File: config.mk
export PLATFORM = sky130hd
export DESIGN_NAME = step_phase_decoder
export DESIGN_NICKNAME = d
export VERILOG_FILES = /design/src/rtl/step_phase_decoder.sv
export SDC_FILE = /design/constraint.sdc
export NUM_CORES = 1
export LEC_CHECK = 0
export BUFFER_PORTS_ARGS = -buffer_cell sky130_fd_sc_hd__buf_4
export CAP_MARGIN = 15
export CORE_MARGIN = 4
export CORE_UTILIZATION = 28
export DETAILED_ROUTE_END_ITERATION = 7
export GPL_ROUTABILITY_DRIVEN = 0
export PLACE_DENSITY = 0.44
export SLEW_MARGIN = 20
export SYNTH_ARGS = -nofsm -noshare
export SYNTH_HDL_FRONTEND = slang
export SYNTH_SLANG_ARGS = --single-unit
File: constraint.sdc
create_clock -name clock -period 3.95 [get_ports clock]
set_clock_uncertainty 0.05 [all_clocks]
set_input_delay 0.79 -clock clock [delete_from_list [all_inputs] [get_ports clock]]
set_output_delay 0.79 -clock clock [all_outputs]
set_load 0.1 [all_outputs]
File: src/rtl/step_phase_decoder.sv
// Receive-side monitor for the stepper coil-phase bus.
// Decodes the one-hot phase pattern into step events, direction, position and step period.

module step_phase_decoder #(
    parameter int unsigned POS_WIDTH     = 16,
    parameter int unsigned PERIOD_WIDTH  = 24,
    parameter int unsigned STABLE_CYCLES = 4
) (
    input  logic                    clock,
    input  logic                    reset,
    input  logic [3:0]              phases,
    input  logic                    clearFault,
    input  logic                    clearPosition,
    output logic                    stepPulse,
    output logic                    direction,
    output logic [POS_WIDTH-1:0]    position,
    output logic [PERIOD_WIDTH-1:0] stepPeriod,
    output logic                    idle,
    output logic                    fault,
    output logic [1:0]              faultCode
);

    localparam int unsigned CNT_WIDTH = $clog2(STABLE_CYCLES + 1);
    localparam logic [CNT_WIDTH-1:0] CNT_MAX = CNT_WIDTH'(STABLE_CYCLES);
    localparam logic [PERIOD_WIDTH-1:0] PER_MAX = '1;

    localparam logic [1:0] ST_IDLE     = 2'd0;
    localparam logic [1:0] ST_TRACKING = 2'd1;
    localparam logic [1:0] ST_FAULT    = 2'd2;

    localparam logic [1:0] CODE_NONE    = 2'b00;
    localparam logic [1:0] CODE_ILLEGAL = 2'b01;
    localparam logic [1:0] CODE_SKIP    = 2'b10;

    // Input conditioning
    logic [3:0]           sync1_q, sync2_q, hold_q;
    logic [CNT_WIDTH-1:0] cnt_q, cnt_d;
    logic                 changed;
    logic                 acc_d, acc_q;
    logic [3:0]           acc_pat_q;

    // Decode and control
    logic [1:0]              state_q, state_d;
    logic [1:0]              last_q, last_d;
    logic                    acc_legal, acc_off;
    logic [1:0]              acc_idx;
    logic [1:0]              step_diff;
    logic                    step;
    logic                    enter;
    logic                    dir_d;
    logic [1:0]              code_d;
    logic [POS_WIDTH-1:0]    pos_d;
    logic [PERIOD_WIDTH-1:0] per_cnt_q, per_cnt_d;

    // Acceptance fires once when the hold count first reaches its limit for an appearance.
    always_comb begin
        changed = (sync2_q != hold_q);
        cnt_d   = cnt_q;
        if (changed) begin
            cnt_d = CNT_WIDTH'(1);
        end else if (cnt_q != CNT_MAX) begin
            cnt_d = cnt_q + CNT_WIDTH'(1);
        end
        acc_d = (cnt_d == CNT_MAX) && (changed || (cnt_q != CNT_MAX));
    end

    always_ff @(posedge clock or negedge reset) begin
        if (!reset) begin
            sync1_q   <= 4'b0000;
            sync2_q   <= 4'b0000;
            hold_q    <= 4'b0000;
            cnt_q     <= '0;
            acc_q     <= 1'b0;
            acc_pat_q <= 4'b0000;
        end else begin
            sync1_q <= phases;
            sync2_q <= sync1_q;
            hold_q  <= sync2_q;
            cnt_q   <= cnt_d;
            acc_q   <= acc_d;
            if (acc_d) begin
                acc_pat_q <= sync2_q;
            end
        end
    end

    always_comb begin
        acc_legal = 1'b1;
        acc_off   = 1'b0;
        acc_idx   = 2'd0;
        unique case (acc_pat_q)
            4'b0001: acc_idx = 2'd0;
            4'b0010: acc_idx = 2'd1;
            4'b0100: acc_idx = 2'd2;
            4'b1000: acc_idx = 2'd3;
            4'b0000: begin
                acc_legal = 1'b0;
                acc_off   = 1'b1;
            end
            default: acc_legal = 1'b0;
        endcase
        step_diff = acc_idx - last_q;
    end

    always_comb begin
        state_d = state_q;
        last_d  = last_q;
        step    = 1'b0;
        enter   = 1'b0;
        dir_d   = direction;
        code_d  = faultCode;
        unique case (state_q)
            ST_IDLE: begin
                if (acc_q) begin
                    if (acc_legal) begin
                        state_d = ST_TRACKING;
                        last_d  = acc_idx;
                        enter   = 1'b1;
                    end else if (!acc_off) begin
                        state_d = ST_FAULT;
                        code_d  = CODE_ILLEGAL;
                    end
                end
            end
            ST_TRACKING: begin
                if (acc_q) begin
                    if (acc_off) begin
                        state_d = ST_IDLE;
                    end else if (!acc_legal) begin
                        state_d = ST_FAULT;
                        code_d  = CODE_ILLEGAL;
                    end else begin
                        unique case (step_diff)
                            2'd1: begin
                                step   = 1'b1;
                                dir_d  = 1'b1;
                                last_d = acc_idx;
                            end
                            2'd3: begin
                                step   = 1'b1;
                                dir_d  = 1'b0;
                                last_d = acc_idx;
                            end
                            2'd2: begin
                                state_d = ST_FAULT;
                                code_d  = CODE_SKIP;
                            end
                            default: ;
                        endcase
                    end
                end
            end
            ST_FAULT: begin
                // Decoding is frozen here; only a clear leaves this state.
                if (clearFault) begin
                    state_d = ST_IDLE;
                    code_d  = CODE_NONE;
                end
            end
            default: state_d = ST_IDLE;
        endcase
    end

    always_comb begin
        pos_d = position;
        if (clearPosition) begin
            pos_d = '0;
        end else if (step) begin
            pos_d = dir_d ? position + POS_WIDTH'(1) : position - POS_WIDTH'(1);
        end
    end

    always_comb begin
        per_cnt_d = per_cnt_q;
        if (step || enter) begin
            per_cnt_d = PERIOD_WIDTH'(1);
        end else if ((state_q == ST_TRACKING) && (per_cnt_q != PER_MAX)) begin
            per_cnt_d = per_cnt_q + PERIOD_WIDTH'(1);
        end
    end

    always_ff @(posedge clock or negedge reset) begin
        if (!reset) begin
            state_q    <= ST_IDLE;
            last_q     <= 2'd0;
            per_cnt_q  <= '0;
            stepPulse  <= 1'b0;
            direction  <= 1'b0;
            position   <= '0;
            stepPeriod <= '0;
            idle       <= 1'b1;
            fault      <= 1'b0;
            faultCode  <= CODE_NONE;
        end else begin
            state_q   <= state_d;
            last_q    <= last_d;
            per_cnt_q <= per_cnt_d;
            stepPulse <= step;
            direction <= dir_d;
            position  <= pos_d;
            if (step) begin
                stepPeriod <= per_cnt_q;
            end
            idle      <= (state_d == ST_IDLE);
            fault     <= (state_d == ST_FAULT);
            faultCode <= code_d;
        end
    end

endmodule

==> metrics.yaml <==
antenna_found_initial: 0
fp.dieW_um: 138
crit_family: "simple AND/OR/NAND/NOR gates"
ys_seq_elements: 94
cp_num_buf_inv: 0
place_inst: 765
ys_types: 59
cp_cell_sequence: "xnor2_1 -> or3_1 -> ha_1 -> xnor2_1 -> or3_4 -> and2_4 -> a21oi_4 -> xnor2_1 -> ha_1 -> or4_1 -> nor4bb_1 -> a21o_1 -> nand2_1 -> or2_2 -> a21oi_1"
portBuffers: 53
postCtsHoldBufs: 0
antenna_cells: 0
path_class: "flip-flop to flip-flop"
layout.cells.non_filler: 785
cts_tree: "built"
vias: 3716
grt_max_degree: 56
first_pass_iters: 4
crit_path_top_delay_cell: "or4_1"
grt_pass1_wl_um: 18600
status: "completed"
clock_latency_ns: 0.35
drt_iter0_markers: 321
startpoint_type: "flip-flop"
routed_wl_um: 11200
finalCritPeriodShare_pct: 93.4
ir_worst_vdd_mv: 0.208
syn_area_per_cell_sq_um: 9.32
synth_nets: 526
synth-edff-count: 0
yosysSeqAreaShare_pct: 49.9
worst_pin_slew_ns: 0.922
endpoint_kind: "flip-flop"
power.density_mw_per_mm2: 351
arrival_ns: 3.91
overflow: 0
start_util_pct: 28.6
vias_per_cell: 4.73
hold_viol_final: 0
crit_top_cell: "xnor2_1"
die_h_um: 138
area_delta_synth_final_pct: 21.3
finalSetupViolCount: 0
clockRootBuffer: "clkbuf_16"
nets: 580
relSlewSlack_pct: 38.0
timing.hold.ws_ns: 0.298
drv_slew: 0
wl_per_cell_um: 14.2
clockBufferDepth: 2
pin_count: 54
synth-main-ff-cell: "dfrtp_1"
netlist_area_sq_mm: 0.00472
worstHoldPathType: "flip-flop to flip-flop"
die_area_sq_mm: 0.0190
yosysWarningCount: 0
synthCells: 506
numCtsBuffers: 9
fmax_mhz: 271
slowest_delay_ns: 0.50
drv_cap: 0
cp_data_required_time_ns: 4.17
rows: 47
critPathMaxFanout: 4
h-tree-depth: 3
power_leakage_nw: 2.66
post-route-min-period_ns: 3.69
setup-tns-final_ns: 0
ant_nets: 0
clkTransAtPathRegs_ns: 0.06
core_area_sq_mm: 0.0165
grt_pass1_vias: 3612
cts_sinks: 94
synth-async-reset-ratio_pct: 100
grt_usage_pct: 12.5
hpwlAfterDp_um: 7640
drive_above_1_share_pct: 17.3
route.detailed.drc: 0
## cells by family after synthesis
kind of cell             synth area share [%]
flip-flops                               49.9
AND/OR/NAND/NOR                          25.6
adder cells (fa/ha/maj)                  3.18
multiplexers                             1.38
buffers and inverters                    3.05
AO/OA/AOI/OAI                            9.31
XOR/XNOR                                 7.61
## path summary, 6_finish.rpt
kind | from | end | slack [ns] | depth (start not counted)
max in group asynchronous | reset | acc_pat_q[3] | 2.62 | 2
worst max register to register | acc_pat_q[1] | position[12] | 0.26 | 15
min in group asynchronous | reset | stepPeriod[13] | 0.44 | 1
worst min-delay path | sync1_q[3] | sync2_q[3] | 0.30 | 0
worst max-delay path | acc_pat_q[1] | position[12] | 0.26 | 15
worst min register to register | sync1_q[3] | sync2_q[3] | 0.30 | 0
## flip-flops by register name, summed over array words and instances (netlist names), 2 cells and up
register    flops
sync1_q         4
sync2_q         4
position       16
acc_pat_q       4
faultCode       2
cnt_q           3
stepPeriod     24
last_q          2
hold_q          4
state_q         2
per_cnt_q      24
## where the power goes
group / internal [W] / leakage [nW] / switching [W]
Clock: 0.000578 / 0.161 / 0.000386
Combinational: 0.0000223 / 1.22 / 0.0000466
Sequential: 0.000971 / 1.28 / 0.00000646
## routing by layer
layer,global-route usage (%),routed length (um)
met5,0,0
met3,3.25,568
met1,17.7,5650
met2,18.5,4790
met4,4.45,171
## final cells by class
cell class	instances	area, sq um
clock inverters	6	92.6
clock buffers	10	239
well taps	220	275
flip-flops and latches	94	2350
repair buffers	65	488
inverters	13	48.8
multi-input cells	377	2230
fillers	1662	10800
## cells in the mapped netlist (all sizes together), types with 2 or more instances
library cell  number  area [sq um]
nand3b             3          22.5
nand4             10          62.6
a211oi             3          22.5
nor2b              4          25.0
and4               5          43.8
or4b               2          20.0
nand2b             3          18.8
nand3             16          85.1
xnor2             28           245
and3               5          31.3
and2               4          27.5
or4                6          52.6
xor2              13           114
buf                9          46.3
a31oi              3          18.8
ha                12           150
a21oi             20           111
dfrtp             93          2330
mux2               4          45.0
nor3              15          75.1
o211ai             6          45.0
nor4               6          37.5
or2                4          25.0
clkbuf            13          48.8
nand2            108           405
mux2i              2          20.0
o211a              2          20.0
o2111ai            5          43.8
o21ai             14          70.1
inv               13          48.8
or3                9          61.3
nor2              50           188
## per-stage QoR
step	cell area, sq um	util [%]	setup WS, ns	power, W
after detailed placement	5360	32.4	0.129	0.00107
after floorplan	4720	-	0.135	0.00103
after global placement	5360	32.4	0.250	0.00106
after CTS	5690	34.4	0.107	0.00205
after global routing	5720	34.6	-0.00837	0.00210
final	5720	34.6	0.259	0.00201
## cells in the final DEF (no fill, tap or decap), drive strengths merged, types with 3 or more instances in the layout
cell type    n
ha          12
nor2b        4
a31oi        3
clkbuf      10
and3         5
inv         15
o21ai       14
mux2         4
xnor2       28
a211oi       3
nand2b       3
or4          6
nor3        15
dfrtp       93
and4         5
xor2        13
o211ai       6
nor2        50
nand3b       3
or3          9
nand2      108
nand4       10
and2         4
nand3       16
or2          4
a21oi       20
nor4         6
buf         65
o2111ai      5
## what timing repair did
item                                    4_1_cts  5_1_grt
resized for setup                             0        2
setup buffers                                 0        4
endpoints found under the setup margin        0        2
Note: power is estimated with default switching activity, not from simulation.
